**src/rtl/ic_fetch.sv**
```systemverilog
// ic_fetch: icache fetch requester with in-flight credits, stale-response discard after redirect, and a decode FIFO.
module ic_fetch #(
  parameter int LADDR_W = 50,
  parameter int DATA_W = 128,
  parameter int QDEPTH = 4,
  parameter logic [LADDR_W-1:0] RESET_PC = '0
) (
  input  logic               clk,
  input  logic               reset,
  input  logic               redirect_valid,
  input  logic [LADDR_W-1:0] redirect_pc,
  output logic               coretoic_valid,
  input  logic               coretoic_retry,
  output logic [LADDR_W-1:0] coretoic_pc,
  input  logic               ictocore_valid,
  output logic               ictocore_retry,
  input  logic [DATA_W-1:0]  ictocore_data,
  output logic               fetch_valid,
  input  logic               fetch_retry,
  output logic [LADDR_W-1:0] fetch_pc,
  output logic [DATA_W-1:0]  fetch_data
);
  localparam int CW = $clog2(QDEPTH + 1);
  localparam int PW = QDEPTH > 1 ? $clog2(QDEPTH) : 1;
  localparam logic [LADDR_W-1:0] ALIGN = ~LADDR_W'(15);
  typedef logic [CW-1:0] cnt_t;
  typedef logic [PW-1:0] ptr_t;
  function automatic ptr_t inc(input ptr_t p);
    return p == ptr_t'(QDEPTH - 1) ? '0 : p + ptr_t'(1);
  endfunction
  logic [LADDR_W-1:0] pc_q, pc_d;
  cnt_t inflight_q, inflight_d, stale_q, stale_d, cnt_q, cnt_d;
  ptr_t tq_wr_q, tq_wr_d, tq_rd_q, tq_rd_d, ff_wr_q, ff_wr_d, ff_rd_q, ff_rd_d;
  logic [LADDR_W-1:0] tq_mem [QDEPTH];
  logic [LADDR_W-1:0] ff_pc_mem [QDEPTH];
  logic [DATA_W-1:0] ff_dat_mem [QDEPTH];
  logic acc, take, keep, pop;
  logic [CW:0] occ;
  // Redirect wins: it empties both queues, so same-cycle pushes and pops are simply dropped.
  always_comb begin
    occ = {1'b0, inflight_q} + {1'b0, cnt_q};
    coretoic_valid = !reset && occ < (CW+1)'(QDEPTH) && inflight_q < cnt_t'(QDEPTH);
    coretoic_pc = pc_q;
    ictocore_retry = !reset && stale_q == '0 && cnt_q == cnt_t'(QDEPTH);
    fetch_valid = !reset && cnt_q != '0;
    fetch_pc = ff_pc_mem[ff_rd_q];
    fetch_data = ff_dat_mem[ff_rd_q];
    acc = coretoic_valid && !coretoic_retry;
    take = ictocore_valid && !ictocore_retry;
    keep = take && stale_q == '0 && !redirect_valid;
    pop = fetch_valid && !fetch_retry && !redirect_valid;
    inflight_d = inflight_q + cnt_t'(acc) - cnt_t'(take);
    stale_d = redirect_valid ? inflight_d : (take && stale_q != '0) ? stale_q - cnt_t'(1) : stale_q;
    pc_d = redirect_valid ? (redirect_pc & ALIGN) : acc ? pc_q + LADDR_W'(16) : pc_q;
    tq_wr_d = redirect_valid ? '0 : acc ? inc(tq_wr_q) : tq_wr_q;
    tq_rd_d = redirect_valid ? '0 : keep ? inc(tq_rd_q) : tq_rd_q;
    ff_wr_d = redirect_valid ? '0 : keep ? inc(ff_wr_q) : ff_wr_q;
    ff_rd_d = redirect_valid ? '0 : pop ? inc(ff_rd_q) : ff_rd_q;
    cnt_d = redirect_valid ? '0 : cnt_q + cnt_t'(keep) - cnt_t'(pop);
  end
  always_ff @(posedge clk) begin
    if (reset) begin
      pc_q <= RESET_PC & ALIGN;
      inflight_q <= '0;
      stale_q <= '0;
      cnt_q <= '0;
      tq_wr_q <= '0;
      tq_rd_q <= '0;
      ff_wr_q <= '0;
      ff_rd_q <= '0;
    end else begin
      pc_q <= pc_d;
      inflight_q <= inflight_d;
      stale_q <= stale_d;
      cnt_q <= cnt_d;
      tq_wr_q <= tq_wr_d;
      tq_rd_q <= tq_rd_d;
      ff_wr_q <= ff_wr_d;
      ff_rd_q <= ff_rd_d;
    end
    if (acc) tq_mem[tq_wr_q] <= pc_q;
    if (keep) begin
      ff_pc_mem[ff_wr_q] <= tq_mem[tq_rd_q];
      ff_dat_mem[ff_wr_q] <= ictocore_data;
    end
  end
endmodule

```
**config.mk**
```make
export PLATFORM = sky130hd
export DESIGN_NAME = ic_fetch
export DESIGN_NICKNAME = d
export VERILOG_FILES = /design/src/rtl/ic_fetch.sv
export SDC_FILE = /design/constraint.sdc
export NUM_CORES = 1
export LEC_CHECK = 0
export CAP_MARGIN = 15
export CORE_MARGIN = 3
export CORE_UTILIZATION = 34
export CTS_BUF_LIST = sky130_fd_sc_hd__clkbuf_8
export DETAILED_ROUTE_END_ITERATION = 10
export PLACE_DENSITY_LB_ADDON = 0.1
export SLEW_MARGIN = 0
export SYNTH_ARGS = -nofsm -noshare
export SYNTH_HDL_FRONTEND = slang
export SYNTH_SLANG_ARGS = --single-unit
```
**constraint.sdc**
```tcl
create_clock -name clk -period 6.95 [get_ports clk]
set_input_delay 2.085 -clock clk [delete_from_list [all_inputs] [get_ports clk]]
set_output_delay 2.085 -clock clk [all_outputs]
set_load 0.05 [all_outputs]
```
==> qor.yml, run 1 <==
status: "finished, final reports clean"
worstHoldPathType: "reg2reg"
syn_area_per_cell_sq_um: 22.1
hold_viol_final: 0
end_kind: "output pin"
synthArstFlopShare: 0
ioPinCount: 415
wl_um: 84500
internal-power_w: 0.00972
p_sw_frac: 0.258
cts_buffers: 168
layout-drive-gt1-share: 0.210
place_hpwl_um: 49900
rows: 117
worst_slew_pin_slew_ps: 1060
cp.depth: 4
power_frac_comb: 0.126
post-place-ws_ps: 1220
die_y_um: 329
critPathMaxStageDelay_ps: 900
slew_headroom: 0.296
grtUsageTotal: 0.158
firstDrtPassIters: 5
powerDensity_nw_per_um2: 296
critPathLaunch: "reset"
instances_no_fill: 3626
synthCells: 1603
fin_util: 0.432
clock.fmax_ghz: 0.174
synth_top_area_share: 0.747
r2r_setup_slack_ps: 3470
ys_top_cells_by_area: "edfxtp_1 75%, mux4_2 14%, dfxtp_1 3.8%"
required_ps: 4870
post-route-period-util: 0.828
drt_iter0_drc: 977
path_buf_inv: 2
multi_input_area_sq_um: 7220
crit_family: "buffers and inverters"
grt_max_degree: 103
synth_area_sq_um: 35400
cts_sinks: 947
area_delta_synth_final_pct: 25.3
synthFlopType: "edfxtp_1"
drc: 0
nets: 2327
vias_per_cell: 4.85
clk_latency_ps: 790
r2r_cells: 6
post_cts_buffers: 0
nFillCells: 8949
worst-setup-path-type: "in2out"
detail-route-antenna-nets: 0
yosysSeqAreaShare: 0.785
fin_crit_ps: 5750
placed_cells: 3319
ir_drop_uv: 126
post_synth_num_cell_types: 44
slew_violations: 0
htreeDepth: 4
yosysWarnings: 0
worstReg2RegStart: "cnt_q[2]"
dr.max_layer_used: "met5"
grt_antenna_before_repair: 2
pwr-share-seq: 0.511
wl_met2_um: 41700
timing.setup.tns_ps: 0
cts-root-buf: "clkbuf_8"
leakage_nw: 13.9
ctsHoldBuffers: 0
drv_cap: 0
grt-ovfl-total: 0
cpMaxStageDelayCell: "clkdlybuf4s50_1"
setup_violations: 0
p_switching_w: 0.00338
grt_pass1_vias: 19000
wl_met1_um: 36300
rsz0062_at_grt: "no"
crit_chain: "buf_2 > nand2b_1 > nor4_1 > clkdlybuf4s50_1"
wl_met3_um: 4860
ys_ff_latch: 947
cp-start-kind: "input port"
dieArea_sq_um: 108000
fin_ws_ps: 1200
cts_tree: "built"
critPathMaxFanout: 2
fin_skew_ps: 29.0
vias: 17600
power_w: 0.0131
clkPwrFrac: 0.364
r2r_end: "coretoic_pc[49]"
cts_resized: 0
gp_congestion: 0.738
die_x_um: 329
endpoint: "ictocore_retry"
fp.coreArea_sq_um: 102000
crit_arrival_ps: 3670
grt_pass1_wl_um: 125000
wl_per_cell_um: 23.3
clockBufferDepth: 3
yosys.area.top_type: "edfxtp_1"
port_buffers: 402
clkSlewWorstSetupHoldPaths_ps: 50
start_util: 0.345
synth_edf_count: 880
register_area_sq_um: 27800
==> power by group through the flow <==
| stage | clock network [W] | registers, W | logic [W] |
|---|---|---|---|
| 4_1_cts | 0.00497 | 0.00670 | 0.00168 |
| 5_1_grt | 0.00524 | 0.00672 | 0.00174 |
| 6_report | 0.00476 | 0.00669 | 0.00165 |
| 3_3_place_gp | 0 | 0.00679 | 0.00166 |
| 2_1_floorplan | 0 | 0.00682 | 0.000978 |
| 3_5_place_dp | 0 | 0.00681 | 0.00167 |
==> final cells by class <==
type / count / share of cell area
inverters: 21 / 0.00178
well taps: 1368 / 0.0386
clock inverters: 123 / 0.0142
repair buffers: 428 / 0.0988
flip-flops and latches: 947 / 0.627
clock buffers: 182 / 0.0565
diodes: 1 / 0.0000565
multi-input cells: 556 / 0.163
==> worst min path at each step <==
stage          startpoint  endpoint  slack [ps]  cells after the start
6_report       ff_rd_q[1]      flop         480                      2
3_3_place_gp   ff_rd_q[1]      flop         460                      2
3_5_place_dp   ff_rd_q[1]      flop         470                      2
5_1_grt        ff_rd_q[1]      flop         530                      2
2_1_floorplan  ff_rd_q[1]      flop         450                      2
4_1_cts        ff_rd_q[1]      flop         480                      2
==> routing by layer <==
layer,track usage,vias to the layer above
met3,0.0414,124
met2,0.259,507
met4,0.0492,2
li1,-,7761
met1,0.206,9208
met5,0,-
==> cells in the final DEF, fill, tap and decap left out, types with 3 or more instances in the layout <==
cell,instances
a311oi_1,9
dfxtp_4,4
and2_1,6
buf_12,13
dfxtp_1,63
o21ai_0,5
ha_1,19
conb_1,8
mux4_2,220
nand2_1,24
nand3_1,14
xor2_1,12
clkdlybuf4s50_1,401
nor2b_1,4
xnor2_1,26
and4_1,9
a21oi_1,8
clkinv_2,15
bufinv_16,4
nor2_1,51
nor3b_1,3
buf_4,12
nand2b_1,3
nand4_1,20
nor3_1,11
clkbuf_8,182
clkinv_1,39
and3_1,5
o31ai_1,5
or3_1,9
a211oi_1,30
and2_4,8
mux2i_1,6
clkinvlp_4,6
inv_1,76
edfxtp_1,880
nor4_1,19
or4_1,6
==> worst reg2reg max path, cell delays in order (launching register included) <==
cell     delay (ps)
dfxtp_1         410
ha_1            260
or4_4           520
or4_1           850
or4b_1          720
and3_1          250
or3_1           340
==> cells in the mapped netlist (all sizes together), types with 14 or more instances <==
master / n
edfxtp: 880
mux4: 220
dfxtp: 67
clkbuf: 56
nor2: 51
a211oi: 30
buf: 30
xnor2: 26
nand2: 24
inv: 21
nand4: 20
nor4: 20
ha: 19
and2: 14
nand3: 14
==> flip-flops by register name (all words and copies together), names as in the netlist, named ones only <==
signal / cells
tq_mem: 184
ff_dat_mem: 512
inflight_q: 3
ff_wr_q: 2
cnt_q: 3
coretoic_pc: 46
stale_q: 3
tq_wr_q: 2
ff_rd_q: 2
ff_pc_mem: 184
tq_rd_q: 2
==> cell families (layout without fill, tap and decap cells) <==
kind of cell    after synthesis  count (layout)  synth area share
buf+inv                     107             754            0.0123
other cells                   1               9          0.000106
mux                         226             226             0.142
flops                       947             947             0.785
xor+xnor                     38              38           0.00941
compound gates               65              65            0.0134
simple gates                198             198            0.0302
fa+ha+maj                    21              21           0.00785
==> per-stage QoR <==
step / hold slack (ps) / cell area (sq um)
floorplan: 451 / 35400
global placement: 461 / 41200
detailed placement: 471 / 41200
CTS: 481 / 44300
global route: 527 / 44300
finish: 483 / 44300
(Power assumes the default switching activity.)
==> inputs of run 2 (changes only) <==
- clock period: 6.95 -> 5.4 ns (I/O delays scaled with it)
==> run 2 against run 1 <==
Compared with the run above:
- clock skew shrank 5.0 ps
- hold slack lost 13 ps
- design area grew 0.40%
- final cell count shrank 0.11%
- register-to-register slack lost 1500 ps
- clock power grew 28%
- clock-buffer cell count shrank 7
- via count grew 0.45%
- global-route usage shrank 0.33 points
- first-iteration DRC count grew 22%
- total power grew 29%
- largest power group unchanged
==> qor.yml, run 2 (synthesized netlist as in run 1, its figures left out) <==
rsz0062_at_grt: "no"  # unchanged
top_regs: "ff_dat_mem (512), ff_pc_mem (184), tq_mem (184)"  # unchanged
post-route-period-util: 0.926
grt_pass1_vias: 18500  # was 19000
r2r_cells: 7  # was 6
clk_latency_ps: 800  # was 790 ps
critPathMaxFanout: 34  # was 2
slew_headroom: 0.306  # was 0.296
vias_per_cell: 4.88  # was 4.85
fp.coreArea_sq_um: 102000  # unchanged
path_buf_inv: 2  # unchanged
cts_buffers: 162  # was 168
clock.fmax_ghz: 0.200
grt_max_degree: 72  # was 103
r2r_setup_slack_ps: 1990  # was 3470 ps
vias: 17700  # was 17600
slew_violations: 0  # unchanged
setup_violations: 0  # unchanged
ir_drop_uv: 209  # was 126 uV
clkSlewWorstSetupHoldPaths_ps: 60  # was 50 ps
grtUsageTotal: 0.154  # was 0.158
start_util: 0.345  # unchanged
fin_crit_ps: 5000
clkPwrFrac: 0.363  # was 0.364
dieArea_sq_um: 108000  # unchanged
firstDrtPassIters: 5  # unchanged
ioPinCount: 415  # unchanged
status: "finished, final reports clean"  # unchanged
cp-start-kind: "flop"  # was input port
area_delta_synth_final_pct: 25.8  # was 25.3%
ctsHoldBuffers: 0  # unchanged
grt_pass1_wl_um: 122000  # was 125000 um
worstHoldPathType: "reg2reg"  # unchanged
final_common_cell: "edfxtp_1"  # unchanged
top_register: "ff_dat_mem"  # unchanged
instances_no_fill: 3622  # was 3626
wl_per_cell_um: 23.0  # was 23.3 um
drv_cap: 0  # unchanged
timing.setup.tns_ps: 0  # unchanged
die_x_um: 329  # unchanged
rows: 117  # unchanged
pwr-share-seq: 0.511  # about the same
drc: 0  # unchanged
worst-setup-path-type: "reg2out"  # was in2out
crit_family: "buffers and inverters"  # unchanged
placed_cells: 3334  # was 3319
drt_iter0_drc: 1192  # was 977
hold_viol_final: 0  # unchanged
nets: 2335  # was 2327
cts_tree: "built"  # unchanged
powerDensity_nw_per_um2: 379  # was 296 nW/um^2
cts_sinks: 947  # unchanged
crit_chain: "buf_12 > mux4_2 > clkdlybuf4s50_1"  # was buf_2 > nand2b_1 > nor4_1 > clkdlybuf4s50_1
cpMaxStageDelayCell: "dfxtp_4"  # was clkdlybuf4s50_1
grt-ovfl-total: 0  # unchanged
required_ps: 3780  # was 4870 ps
grt_antenna_before_repair: 4  # was 2
post_cts_buffers: 0  # unchanged
wl_um: 83400  # was 84500 um
end_kind: "output pin"  # unchanged
place_hpwl_um: 50800  # was 49900 um
fin_hold_ws_ps: 470  # was 483 ps
min-delay-start: "ff_rd_q[1]"  # unchanged
internal-power_w: 0.0126  # was 0.00972 W
hold_depth: 2  # unchanged
power_frac_comb: 0.127  # was 0.126
largest_register_ffs: 512  # unchanged
power_w: 0.0168  # was 0.0131 W
port_buffers: 402  # unchanged
die_y_um: 329  # unchanged
p_sw_frac: 0.255  # was 0.258
leakage_nw: 14.0  # was 13.9 nW
clockBufferDepth: 3  # unchanged
detail-route-antenna-nets: 0  # unchanged
fin_skew_ps: 24.0  # was 29.0 ps
worst_slew_pin_slew_ps: 1040  # was 1060 ps
p_switching_w: 0.00429  # was 0.00338 W
htreeDepth: 4  # unchanged
nFillCells: 8984  # was 8949
crit_arrival_ps: 3380  # was 3670 ps
critPathMaxStageDelay_ps: 820  # was 900 ps
r2r_end: "coretoic_pc[44]"  # was coretoic_pc[49]
cts_resized: 0  # unchanged
cts-root-buf: "clkbuf_8"  # unchanged
layout-drive-gt1-share: 0.217  # was 0.210
gp_congestion: 0.763  # was 0.738
final_cell_mix: "880 x edfxtp_1, 400 x clkdlybuf4s50_1, 220 x mux4_2"  # was 880 x edfxtp_1, 401 x clkdlybuf4s50_1, 220 x mux4_2
worstReg2RegStart: "cnt_q[2]"  # unchanged
run 2: final cells by class:
| type | count | area [sq um] | area share |
|---|---|---|---|
| clock buffer | 175 | 2410 | 0.0541 |
| timing repair buffer | 442 | 4600 | 0.104 |
| tap | 1368 | 1710 | 0.0385 |
| inverter | 21 | 78.8 | 0.00177 |
| sequential | 947 | 27800 | 0.624 |
| antenna | 2 | 5.00 | 0.000113 |
| clock inverter | 111 | 679 | 0.0153 |
| multi-input combinational | 556 | 7220 | 0.162 |
run 2: per-stage QoR:
step                area [sq um]  setup WS, ps  utilization
floorplan                  35400           412            -
global placement           41400           904        0.404
detailed placement         41400           884        0.404
CTS                        44500           193        0.434
global route               44500           154        0.434
finish                     44500           400        0.434
run 2: worst max-delay path by stage:
stage,start,endpoint,slack (ps),depth (start not counted)
floorplan,reset,stale_q[2],410,12
global placement,reset,coretoic_valid,900,3
detailed placement,reset,coretoic_valid,880,3
CTS,flop,fetch_data[96],190,3
global route,flop,fetch_data[112],150,3
finish,flop,fetch_data[96],400,3
run 2: per-layer routing:
layer,track usage,vias up,share of wire
met2,0.252,528,0.49
met3,0.0445,137,0.062
li1,-,7770,-
met1,0.201,9243,0.43
met5,0,-,0.00028
met4,0.0470,4,0.020
run 2: worst register-to-register path, delay by kind of cell (launching register included):
family	cells	cell delay [ps]
fa+ha+maj	1	270
simple gates	4	2130
compound gates	1	250
buf+inv	1	230
flops	1	430
run 2: power groups by stage:
stage | clock network [W] | registers (W) | logic, W
floorplan | 0 | 0.00878 | 0.00126
global placement | 0 | 0.00874 | 0.00216
detailed placement | 0 | 0.00876 | 0.00218
CTS | 0.00636 | 0.00861 | 0.00218
global route | 0.00670 | 0.00864 | 0.00226
finish | 0.00611 | 0.00860 | 0.00213
==> inputs of run 3 (changes only) <==
- ABC_CLOCK_PERIOD_IN_PS: default -> 5400
==> results of run 3 <==
The final DEF is identical to that of run 2; final timing and power are the same.
